===== src/rtl/cbus_arbiter.sv =====
// cbus_arbiter: two-master (ICache / DCache) arbiter in front of the single
// cbus port to the memory interconnect. A grant locks ownership for a full
// burst, until the beat that carries `last`. D has priority, while a streak
// counter guarantees I a grant after at most MAX_STREAK consecutive D grants.

package cbus_pkg;
    // Burst length code: number of beats minus one.
    typedef enum logic [3:0] {
        MLEN1  = 4'd0,
        MLEN2  = 4'd1,
        MLEN4  = 4'd3,
        MLEN8  = 4'd7,
        MLEN16 = 4'd15
    } cbus_len_t;

    typedef struct packed {
        logic        valid;
        logic        is_write;
        logic [2:0]  size;
        logic [31:0] addr;
        logic [3:0]  strobe;
        logic [31:0] data;
        cbus_len_t   len;
    } cbus_req_t;

    typedef struct packed {
        logic        ready;
        logic        last;
        logic [31:0] data;
    } cbus_resp_t;
endpackage

module cbus_arbiter
    import cbus_pkg::*;
#(
    parameter int unsigned MAX_STREAK = 4
) (
    input  logic       clk,
    input  logic       resetn,
    input  cbus_req_t  icreq,
    output cbus_resp_t icresp,
    input  cbus_req_t  dcreq,
    output cbus_resp_t dcresp,
    output cbus_req_t  oreq,
    input  cbus_resp_t oresp
);

    typedef enum logic { ST_IDLE = 1'b0, ST_BUSY = 1'b1 } state_t;
    typedef enum logic { OWN_I = 1'b0, OWN_D = 1'b1 } owner_t;

    localparam int unsigned STREAK_W = $clog2(MAX_STREAK + 1);
    localparam logic [STREAK_W-1:0] STREAK_MAX = STREAK_W'(MAX_STREAK);
    localparam logic [STREAK_W-1:0] STREAK_ONE = STREAK_W'(1);

    state_t              state_q, state_d;
    owner_t              owner_q, owner_d;
    owner_t              last_owner_q, last_owner_d;
    logic [STREAK_W-1:0] streak_q, streak_d;

    logic   grant;
    owner_t winner;

    // Pick a winner among the requests presented while the bus is idle.
    always_comb begin
        // NOTE: every always_comb output gets a default first so no path leaves it unassigned (no latch).
        grant  = 1'b0;
        winner = OWN_D;
        if (state_q == ST_IDLE) begin
            if (icreq.valid && dcreq.valid) begin
                grant  = 1'b1;
                winner = (last_owner_q == OWN_D && streak_q >= STREAK_MAX) ? OWN_I : OWN_D;
            end else if (dcreq.valid) begin
                grant  = 1'b1;
                winner = OWN_D;
            end else if (icreq.valid) begin
                grant  = 1'b1;
                winner = OWN_I;
            end
        end
    end

    // Next-state: lock ownership on grant, release after the beat with `last`.
    always_comb begin
        state_d      = state_q;
        owner_d      = owner_q;
        last_owner_d = last_owner_q;
        streak_d     = streak_q;
        if (state_q == ST_IDLE) begin
            if (grant) begin
                state_d      = ST_BUSY;
                owner_d      = winner;
                last_owner_d = winner;
                if (winner == last_owner_q) begin
                    streak_d = (streak_q >= STREAK_MAX) ? STREAK_MAX : streak_q + STREAK_ONE;
                end else begin
                    streak_d = STREAK_ONE;
                end
            end
        end else if (oresp.ready && oresp.last) begin
            state_d = ST_IDLE;
        end
    end

    // State registers; reset makes all outputs zero immediately via IDLE.
    always_ff @(posedge clk or negedge resetn) begin
        if (!resetn) begin
            state_q      <= ST_IDLE;
            owner_q      <= OWN_D;
            last_owner_q <= OWN_D;
            streak_q     <= '0;
        end else begin
            // NOTE: non-blocking assignments so every flop samples pre-edge values.
            state_q      <= state_d;
            owner_q      <= owner_d;
            last_owner_q <= last_owner_d;
            streak_q     <= streak_d;
        end
    end

    // Combinational steering: owner sees the interconnect, the other sees zeros.
    always_comb begin
        oreq   = '0;
        icresp = '0;
        dcresp = '0;
        if (state_q == ST_BUSY) begin
            if (owner_q == OWN_D) begin
                oreq   = dcreq;
                dcresp = oresp;
            end else begin
                oreq   = icreq;
                icresp = oresp;
            end
        end
    end

endmodule


===== config.mk =====
export PLATFORM = sky130hd
export DESIGN_NAME = cbus_arbiter
export DESIGN_NICKNAME = d
export VERILOG_FILES = /design/src/rtl/cbus_arbiter.sv
export SDC_FILE = /design/constraint.sdc
export NUM_CORES = 1
export LEC_CHECK = 0
export ABC_CLOCK_PERIOD_IN_PS = 1560
export BUFFER_PORTS_ARGS = -buffer_cell sky130_fd_sc_hd__buf_2
export CORE_AREA = 2 2 130 132
export DETAILED_ROUTE_END_ITERATION = 16
export DIE_AREA = 0 0 132 134
export GPL_TIMING_DRIVEN = 0
export HOLD_SLACK_MARGIN = 0.12
export RECOVER_POWER = 25
export SLEW_MARGIN = 20
export SYNTH_ARGS = -nofsm -noshare
export SYNTH_HDL_FRONTEND = slang
export SYNTH_SLANG_ARGS = --single-unit

===== constraint.sdc =====
create_clock -name clk -period 1.56 [get_ports clk]
set_clock_uncertainty 0.15 [all_clocks]
set_input_delay 0.156 -clock clk [delete_from_list [all_inputs] [get_ports clk]]
set_output_delay 0.156 -clock clk [all_outputs]
set_load 0.005 [all_outputs]

# Word level (Yosys, flattened, before mapping)
# Index checks and enable logic that the tools add are counted.
[op_classes] addsub=1 mul=0 div_mod_pow=0 magnitude_cmp=1 n_eq_ne=1 shift=0 mux=20 bitwise=1 reduce_logical=4
[ops] operator="77-bit two-way mux" n=2
[ops] operator="34-bit two-way mux" n=4
[ops] operator="1-bit two-way mux" n=12
[ops] operator="3-bit two-way mux" n=2
[ops] operator="3-bit by 1-bit adder with 3-bit output (second input constant)" n=1
[ops] operator="3-bit greater-or-equal comparator (second input constant)" n=1
[ops] operator="1-bit logical AND" n=3
[ops] operator="2-bit AND reduction" n=1
[ops] operator="1-bit equality test" n=1
[ops] operator="1-bit NOT" n=1
[totals] register_bits=5 latchBits=0 ramBits=0 romBits=0 inputBits=190 output_inout_bits=145 mem_count=0

# Logic depth before layout (Yosys ltp)
# Gate-level depths: netlist (run 1).
[depth] word_depth=7 depth_mapped=6 ltp_nobuf=4

# Worst setup path after synthesis (run 1)
# Ideal clock, no wire load.
[synth_path] path_kind="register -> output" start="reg last_owner_q (netlist name)" end="out oreq[61] in the netlist's numbering" arrival_time_ns=1.167 slack_ns=0.087 path_stages_with_launch=6 n_path_buf=3 cell_sequence="dfstp_2 > buf_4 > buf_6 > buf_6 > mux2i_1 > nor2_1"
[synth_lines] item="end: declaration" line_no="44" text="output cbus_req_t oreq,"

==> results of run 1 <==
## area by class of cell
| type | instances | area [µm²] |
|---|---|---|
| fill | 1783 | 11500 |
| timing repair buffer | 358 | 2150 |
| multi-input combinational | 249 | 1750 |
| buffer | 30 | 344 |
| tap | 220 | 275 |
| sequential | 5 | 126 |
| clock buffer | 4 | 78.8 |
| inverter | 5 | 18.8 |
| antenna | 1 | 2.50 |
## stage by stage
stage	instances	utilization [%]	hold WS, ps	area [µm²]
2_1_floorplan	289	-	-290	1970
3_3_place_gp	842	24.0	-176	3910
3_5_place_dp	842	24.0	-179	3910
4_1_cts	861	27.3	145	4440
5_1_grt	871	29.1	170	4740
6_report	872	29.1	131	4740
## per-layer routing
| metal | part of all wire [%] | vias up | wire length, µm | track usage [%] |
|---|---|---|---|---|
| met2 | 52 | 179 | 6270 | 22.0 |
| met4 | 0.48 | 0 | 58 | 1.15 |
| li1 | - | 1707 | - | - |
| met3 | 6.3 | 6 | 751 | 1.55 |
| met5 | 0 | - | 0 | 0 |
| met1 | 41 | 1516 | 4910 | 14.8 |
## critical path, cell delays in order (launching register included)
cell and delay, ps:
dfstp_2 560, buf_6 130, buf_16 150, clkbuf_16 160, mux2i_1 180, nor2_1 50
buf_2 130
## worst max-delay path by stage
stage,slack (ps),cells past startpoint,endpoint,start
final,-340,6,oreq[38],last_owner_q
after global routing,-420,6,oreq[67],last_owner_q
after CTS,-340,6,oreq[6],last_owner_q
after detailed placement,-320,6,oreq[67],last_owner_q
after global placement,-340,6,oreq[67],last_owner_q
after floorplan,90,5,oreq[61],last_owner_q
## cell families after synthesis
| kind of cell | Yosys count |
|---|---|
| AOI/OAI and AO/OA | 13 |
| adders and majority gates | 2 |
| buffers and inverters | 35 |
| DFF | 5 |
| muxes | 76 |
| and+or+nand+nor | 158 |
## power breakdown
part | leakage [µW] | switching, µW | internal [µW] | total (µW)
clock | 0.0000382 | 76.5 | 338 | 414
sequential | 0.0000585 | 64.9 | 185 | 250
combinational | 0.00292 | 2070 | 2990 | 5070
total | 0.00302 | 2210 | 3520 | 5730
## sequential cells by signal (all words and copies together), names as in the netlist
register and flops:
streak_q 3, last_owner_q 1, state_q 1
## placed cells by master (no fill, tap or decap), drive strengths merged, types with 2 or more instances in the layout
| cell | synthesis | final |
|---|---|---|
| a21oi | 3 | 3 |
| and2 | 34 | 34 |
| and3 | 35 | 35 |
| buf | 17 | 370 |
| clkbuf | 13 | 21 |
| dfrtp | 4 | 4 |
| ha | 2 | 2 |
| inv | 5 | 5 |
| mux2i | 76 | 76 |
| nand2 | 5 | 5 |
| nand3 | 2 | 2 |
| nor2 | 79 | 79 |
| nor3 | 2 | 2 |
| o21ai | 4 | 4 |
## what timing repair did
action	in CTS	in global routing
gates resized for setup	77	42
endpoints found under the hold margin	5	0
setup buffers	6	7
cloned	8	4
setup endpoints to repair	146	148
pin swaps	17	13
hold buffers	1	0
==> results.py, run 1 <==
metrics = {
    "hold_path": {
        "hp-start": "oresp[33]",
        "whs_path_depth": 3,
        "min_path_type": "in2reg",
        "whs_endpoint": "state_q",
    },
    "place": {
        "io_buffers": 333,
        "hpwl_mm": 9.50,
        "place.gp.congestion": 0.817,
        "dp_slack_ps": -320,
    },
    "global_routing": {
        "first_global_vias": 3044,
        "grt_max_degree": 11,
        "grt_pass1_wl_mm": 16.6,
        "grt.total_usage_pct": 11.8,
        "grt_overflow_total": 0,
        "antenna_found_initial": 1,
    },
    "clocking": {
        "cts_buffer_depth": 2,
        "path_clk_slew_ps": 30,
        "cts_buffers": 3,
        "tritoncts": "done",
        "clk-insertion-delay-late_ps": 220,
        "root_buffer": "clkbuf_16",
        "cts-htree-levels": 1,
        "cts_sinks": 5,
    },
    "synth": {
        "syn_avg_cell_area_um2": 6.80,
        "synth_top_area_share_pct": 38.7,
        "yosysMostFrequentCell": "nor2_1",
        "ys.flop_type": "dfrtp_1",
        "synthAdderAreaFrac_pct": 1.27,
        "syn_area_mm2": 0.00197,
        "ys_top_cells_by_area": "mux2i_1 (39%), nor2_1 (15%), and3_1 (11%)",
        "yosys-top-cells-count": "nor2_1 (78), mux2i_1 (76), and3_1 (35)",
        "synth_xor_area_share_pct": 0,
        "synth_cell_types": 27,
        "ys_async_sr_fraction_pct": 100,
        "yosysWarnings": 0,
        "yosys.area_share.simple_pct": 39.5,
        "synth_top_family_by_area": "simple AND/OR/NAND/NOR gates",
        "synth_edf_count": 0,
        "yosysSeqAreaShare_pct": 6.43,
        "syn-num-nets": 481,
        "synth_compound_area_share_pct": 4.52,
        "synth_top_cell_by_area": "mux2i_1",
        "ys_seq_elements": 5,
        "synthCells": 289,
        "synth_mux_area_share_pct": 38.7,
    },
    "floorplan": {
        "rows": 47,
        "fp.dieW_um": 132,
        "num_io_pins": 335,
        "fp.dieH_um": 134,
        "initial_core_util_pct": 12.1,
        "core_mm2": 0.0163,
        "dieArea_mm2": 0.0177,
    },
    "worst_setup_path": {
        "criticalPathCategory": "reg2out",
        "reg2reg_from": "last_owner_q",
        "crit_path_end_kind": "output pin",
        "arrival_ps": 1590,
        "timing.rr.end": "last_owner_q",
        "start_kind": "flip-flop",
        "reg2reg_slack_ps": -30,
        "required_ps": 1250,
        "critPathMaxFanout": 8,
        "ff2ff_path_depth": 6,
    },
    "sta": {
        "hold_viol": 0,
        "fmax_ghz": 0.526,
        "rsz0062_at_grt": "yes",
        "setup_viol": 147,
        "worst_slack_ps": -340,
        "tns_ps": -41230,
        "period_share_pct": 122,
        "worst_slew_pin_slew_ps": 350,
        "period_needed_ps": 1900,
        "drv_slew": 0,
        "relSlewSlack_pct": 76.7,
    },
    "pwr": {
        "power_uw": 5730,
        "leakagePower_uw": 0.00302,
        "peakVddDrop_mv": 0.479,
        "power_density_mw_per_mm2": 1210,
    },
    "flow_run": {
        "drv_cap": 0,
    },
    "drt": {
        "vias": 3408,
        "wire_per_inst_um": 13.8,
        "detail-route-antenna-nets": 0,
        "first_iter_violations": 115,
        "via_per_inst": 3.91,
        "wl_mm": 12.0,
        "remaining_drc_errors": 0,
        "firstDrtPassIters": 4,
    },
    "finish": {
        "nets": 844,
        "drive_above_1_share_pct": 63.6,
        "layout-area-overhead-vs-synth_pct": 141,
    },
    "status": {
        "status": "finished, violations left",
        "violations": "negative setup slack",
    },
}
Note: power is estimated with default switching activity, not from simulation.
==> inputs of run 2 (changes only) <==
--- a/config.mk
+++ b/config.mk
@@ -5,11 +5,12 @@
 export SDC_FILE = /design/constraint.sdc
 export NUM_CORES = 1
 export LEC_CHECK = 0
+export ABC_AREA = 1
 export ABC_CLOCK_PERIOD_IN_PS = 1560
 export BUFFER_PORTS_ARGS = -buffer_cell sky130_fd_sc_hd__buf_2
-export CORE_AREA = 2 2 130 132
+export CORE_AREA = 2 2 131 133
 export DETAILED_ROUTE_END_ITERATION = 16
-export DIE_AREA = 0 0 132 134
+export DIE_AREA = 0 0 133 135
 export GPL_TIMING_DRIVEN = 0
 export HOLD_SLACK_MARGIN = 0.12
 export RECOVER_POWER = 25
==> run 2 against run 1 <==
Against the previous run:
- the run still ends with negative setup slack left
- die area is 1.5% higher
- final cell count is 12% higher
- non-clock buffer count is 5 lower
- area after synthesis is 4.0% lower
==> results.py, run 2 <==
metrics = {
    "status": {
        "status": "finished, violations left",
        "violations": "negative setup slack",
    },
    "finish": {
        "largest_reg_flops": 3,
        "layout_commonest_cell": "buf_2",
        "reg_top3": "streak_q x3, last_owner_q x1, state_q x1",
        "diodes": 0,
        "fillers": 1804,
        "final_cell_mix": "buf_2 (335), nand2_1 (121), nor2_1 (66)",
        "drive_above_1_share_pct": 63.8,
        "layout-area-overhead-vs-synth_pct": 152,
        "largest_register": "streak_q",
        "nets": 952,
        "final_area_mm2": 0.00476,
    },
    "hold_path": {
        "whs_path_depth": 3,
        "min_path_type": "in2reg",
    },
    "global_routing": {
        "grt_max_degree": 11,
        "first_global_vias": 3285,
        "grt_pass1_wl_mm": 15.5,
        "grt_overflow_total": 0,
        "antenna_found_initial": 0,
        "grt.total_usage_pct": 10.6,
    },
    "place": {
        "place.gp.congestion": 0.786,
        "hpwl_mm": 9.18,
        "dp_slack_ps": -337,
        "postPlaceCellArea_mm2": 0.00383,
        "io_buffers": 334,
    },
    "sta": {
        "hold_viol": 0,
        "tns_ps": -30550,
        "fmax_ghz": 0.541,
        "worst_slew_pin_slew_ps": 405,
        "relSlewSlack_pct": 73.0,
        "rsz0062_at_grt": "yes",
        "drv_slew": 0,
        "hold_slack_ps": 127,
        "setup_viol": 146,
        "period_needed_ps": 1850,
        "worst_slack_ps": -289,
        "period_share_pct": 119,
    },
    "worst_setup_path": {
        "start_kind": "flip-flop",
        "ff2ff_path_depth": 8,
        "crit_family": "buffers and inverters",
        "cpMostUsedCell": "buf_12",
        "cp.depth": 6,
        "cp_slowest_cell": "dfstp_2",
        "arrival_ps": 1540,
        "path_buf_inv": 4,
        "criticalPathCategory": "reg2out",
        "cp_cell_sequence": "buf_12 -> buf_12 -> clkbuf_16 -> nand2_1 -> a21oi_2 -> buf_2",
        "critPathMaxFanout": 7,
        "crit_path_end_kind": "output pin",
        "required_ps": 1250,
        "max_stage_delay_ps": 530,
    },
    "drt": {
        "via_per_inst": 3.90,
        "remaining_drc_errors": 0,
        "detail-route-antenna-nets": 0,
        "firstDrtPassIters": 4,
        "wire_per_inst_um": 12.4,
        "vias": 3815,
        "first_iter_violations": 102,
        "wl_mm": 12.1,
    },
    "floorplan": {
        "initial_core_util_pct": 11.5,
        "rows": 47,
        "fp.dieH_um": 135,
        "dieArea_mm2": 0.0180,
        "fp.dieW_um": 133,
        "core_mm2": 0.0164,
        "num_io_pins": 335,
    },
    "clocking": {
        "path_clk_slew_ps": 30,
        "tritoncts": "done",
        "clk-insertion-delay-late_ps": 230,
        "cts_sinks": 5,
        "cts_buffer_depth": 2,
        "root_buffer": "clkbuf_16",
        "cts-htree-levels": 1,
        "cts_buffers": 3,
    },
    "pwr": {
        "leakagePower_uw": 0.00288,
        "peakVddDrop_mv": 0.654,
        "power_density_mw_per_mm2": 1520,
    },
    "synth": {
        "synth_edf_count": 0,
        "ys_top_cells_by_area": "nand2_1 (33%), a21oi_1 (18%), nor2_1 (14%)",
        "syn_area_mm2": 0.00189,
        "ys.flop_type": "dfrtp_1",
        "synthCells": 403,
        "yosysMostFrequentCell": "nand2_1",
        "syn-num-nets": 595,
        "synth_top_area_share_pct": 33.0,
        "syn_avg_cell_area_um2": 4.68,
        "synth_top_cell_by_area": "nand2_1",
        "ys_seq_elements": 5,
        "synth_cell_types": 20,
        "ys_async_sr_fraction_pct": 100,
        "yosys-top-cells-count": "nand2_1 (166), nor2_1 (71), a21oi_1 (68)",
        "yosysSeqAreaShare_pct": 6.70,
        "yosysWarnings": 0,
    },
    "flow_run": {
        "drv_cap": 0,
    },
}
-- run 2: cell types whose count changed after synthesis, sizes merged, moves of 2 or more --
cell,delta
nand2,+162
a21oi,+75
buf,+11
and2,-34
o21ai,-2
and3,-35
inv,+38
clkbuf,-10
nor3,-2
nor2,-8
mux2i,-76
-- run 2: final timing paths --
| check | startpoint | to | slack (ps) |
|---|---|---|---|
| worst max register to register | last_owner_q | streak_q[0] | -20 |
| worst min register to register | streak_q[1] | streak_q[1] | 360 |
| worst max-delay path | last_owner_q | oreq[65] | -290 |
| max in group asynchronous | resetn | last_owner_q | 800 |
| worst min-delay path | dcreq[76] | state_q | 130 |
| min in group asynchronous | resetn | streak_q[2] | 180 |
-- run 2: timing repair --
action                                  CTS  global route
pin swaps                                 0            27
gates resized for setup                  38           130
setup buffers                             3             6
endpoints found under the setup margin  145           145
hold endpoints to repair                  6             0
gates cloned                              0             7
hold buffers                              2             0
-- run 2: metrics by stage --
stage | total power (µW) | cells | utilization, %
CTS | 5850 | 966 | 24.8
floorplan | 2850 | 403 | -
finish | 7240 | 979 | 29.0
global placement | 5040 | 957 | 23.4
global route | 7840 | 979 | 29.0
detailed placement | 5040 | 957 | 23.4
-- run 2: kinds of logic (layout without fill, tap and decap cells) --
kind of cell    Yosys count  count (layout)  share of synthesized area, %
simple gates            240             240                          48.0
compound gates           82              82                          24.1
buf+inv                  74             430                          19.8
flops                     5               5                          6.70
fa+ha+maj                 2               2                          1.33
-- run 2: per-layer routing --
metal	vias to the layer above	wire length (µm)	global-route usage (%)
li1	1943	-	-
met1	1649	4590	11.3
met2	214	6450	21.5
met3	9	957	1.73
met4	0	123	2.93
met5	-	0	0
-- run 2: worst register-to-register path: cells and delay by family (launching register included) --
family / cells / cell delay (ps)
simple gates: 2 / 140
compound gates: 1 / 70
flops: 1 / 530
buf+inv: 5 / 570
-- run 2: layout make-up --
type | count | area (µm²) | area share, %
sequential | 5 | 128 | 2.68
timing repair buffer | 352 | 1970 | 41.4
tap | 220 | 275 | 5.78
multi-input combinational | 324 | 1760 | 37.0
clock buffer | 4 | 78.8 | 1.66
inverter | 43 | 171 | 3.60
buffer | 31 | 375 | 7.88
-- run 2: power breakdown --
| part | leakage (µW) | internal [µW] | total (µW) | switching, µW |
|---|---|---|---|---|
| sequential | 0.0000574 | 198 | 269 | 71.6 |
| clock | 0.0000382 | 339 | 423 | 84.6 |
| combinational | 0.00279 | 3160 | 6550 | 3390 |
| total | 0.00288 | 3700 | 7240 | 3550 |
==> inputs of run 3 (changes only) <==
==> constraint.sdc (replaced) <==
create_clock -name clk -period 1.56 [get_ports clk]
set_clock_uncertainty 0.15 [all_clocks]
set_input_delay 0.078 -clock clk [delete_from_list [all_inputs] [get_ports clk]]
set_output_delay 0.078 -clock clk [all_outputs]
set_load 0.005 [all_outputs]
==> run 3 against run 2 <==
Against the previous run:
- the flow still finishes with violations (negative setup slack)
- fmax grew 5.2%
- clock-buffer cell count is the same
- power fell by 17%
- largest power group unchanged
- register-to-register slack better by 90 ps
- cell area is 11% lower
- setup slack better by 91 ps
- sequential power fell by 7%
- sequential share of layout area is 0.32 points higher
- critical path depth unchanged
- global-route usage about the same
- final cell count shrank 0.61%
==> results.py, run 3 (synthesis results as in run 2) <==
metrics = {
    "clocking": {
        "cts_sinks": 5,
        "path_clk_slew_ps": 30,
        "clk-insertion-delay-late_ps": 230,
        "tritoncts": "done",
        "root_buffer": "clkbuf_16",
        "cts_buffer_depth": 2,
        "cts-htree-levels": 1,
        "cts_buffers": 3,
    },
    "global_routing": {
        "antenna_found_initial": 0,
        "first_global_vias": 3286,
        "grt_pass1_wl_mm": 15.6,
        "grt_overflow_total": 0,
        "grt_max_degree": 11,
        "grt.total_usage_pct": 10.7,
    },
    "sta": {
        "worst_slack_ps": -199,
        "hold_slack_ps": 241,
        "worst_slew_pin_slew_ps": 412,
        "relSlewSlack_pct": 72.5,
        "tns_ps": -17090,
        "hold_viol": 0,
        "rsz0062_at_grt": "yes",
        "fmax_ghz": 0.569,
        "drv_slew": 0,
        "setup_viol": 138,
        "period_needed_ps": 1760,
        "period_share_pct": 113,
    },
    "drt": {
        "wl_mm": 11.1,
        "wl_met2_mm": 5.87,
        "detail-route-antenna-nets": 0,
        "remaining_drc_errors": 0,
        "first_iter_violations": 85,
        "wl_met3_um": 915,
        "drt-met1-wl_mm": 4.21,
        "wire_per_inst_um": 11.5,
        "via_per_inst": 3.81,
        "firstDrtPassIters": 4,
        "topRoutingLayerUsed": "met4",
        "vias": 3704,
    },
    "floorplan": {
        "fp.dieH_um": 135,
        "num_io_pins": 335,
        "fp.dieW_um": 133,
        "core_mm2": 0.0164,
        "initial_core_util_pct": 11.5,
        "rows": 47,
        "dieArea_mm2": 0.0180,
    },
    "place": {
        "place.gp.congestion": 0.786,
        "placed_cells": 957,
        "hpwl_mm": 9.18,
        "io_buffers": 334,
    },
    "flow_run": {
        "drv_cap": 0,
    },
    "pwr": {
        "clockPowerShare_pct": 7.1,
        "power_uw": 5980,
        "p_int_uw": 2940,
        "seqPwrFrac_pct": 4.2,
        "leakagePower_uw": 0.00269,
        "p_sw_share_pct": 50.8,
        "combPwrFrac_pct": 88.7,
        "switchingPower_uw": 3040,
        "power_density_mw_per_mm2": 1420,
        "peakVddDrop_mv": 0.652,
    },
    "finish": {
        "layout_commonest_cell": "buf_2",
        "layout-area-overhead-vs-synth_pct": 123,
        "nets": 946,
        "final_cell_mix": "buf_2 (338), nand2_1 (152), nor2_1 (70)",
        "drive_above_1_share_pct": 54.6,
        "regArea_um2": 126,
        "finish.utilization_pct": 25.7,
        "fillers": 1852,
        "reg_top3": "streak_q x3, last_owner_q x1, state_q x1",
        "largest_register": "streak_q",
        "diodes": 0,
        "largest_reg_flops": 3,
        "final_cells": 973,
        "multi_input_area_mm2": 0.00146,
    },
    "status": {
        "violations": "negative setup slack",
        "status": "finished, violations left",
    },
    "worst_setup_path": {
        "reg2reg_from": "last_owner_q",
        "reg2reg_slack_ps": 70,
        "timing.rr.end": "last_owner_q",
        "required_ps": 1330,
        "crit_path_end_kind": "output pin",
        "critPathMaxFanout": 10,
        "ff2ff_path_depth": 6,
        "start_kind": "flip-flop",
        "criticalPathCategory": "reg2out",
        "arrival_ps": 1530,
    },
    "hold_path": {
        "min_path_type": "in2async",
    },
}
-- run 3: power by group through the flow --
stage	registers, µW	clock network (µW)	logic, µW
after global routing	258	446	5860
final	251	425	5310
after CTS	252	433	5180
after floorplan	232	0	2620
after global placement	240	0	4800
after detailed placement	242	0	4790
-- run 3: worst max path at each step --
stage                     cells past startpoint       end          from  slack (ps)
after floorplan                               5  oreq[46]  last_owner_q         250
after detailed placement                      4  oreq[12]       state_q        -260
final                                         6  oreq[65]  last_owner_q        -200
after global routing                          6  oreq[65]  last_owner_q        -280
after global placement                        4  oreq[12]       state_q        -230
after CTS                                     7  oreq[74]  last_owner_q        -200
-- run 3: what timing repair did --
item,4_1_cts,5_1_grt
cloned,0,1
hold buffers,6,0
endpoints found under the setup margin,145,145
hold endpoints to repair,8,0
buffers inserted,3,2
pin swaps,0,1
resized for setup,38,22
-- run 3: final cells by class --
cell class | count | share of cell area, %
flip-flops and latches | 5 | 3.00
clock buffers | 4 | 1.87
multi-input cells | 324 | 34.6
well taps | 220 | 6.53
inverters | 43 | 4.01
repair buffers | 346 | 42.5
plain buffers | 31 | 7.45
-- run 3: through the flow --
stage                     cell area [µm²]  setup slack (ps)
final                                4220              -199
after global routing                 4220              -278
after CTS                            4120              -201
after detailed placement             3830              -259
after global placement               3830              -227
after floorplan                      1890               246
-- run 3: per-layer routing --
| metal | track usage (%) | vias up |
|---|---|---|
| li1 | - | 1932 |
| met1 | 11.3 | 1549 |
| met2 | 21.6 | 212 |
| met3 | 1.69 | 11 |
| met4 | 2.93 | 0 |
| met5 | 0 | - |
-- run 3: worst max-delay path, cell delays in order (launching register included) --
cell and delay (ps):
dfstp_2 530, buf_12 140, buf_12 140, clkbuf_16 150, nand2_1 70, a21oi_2 140, buf_2 120
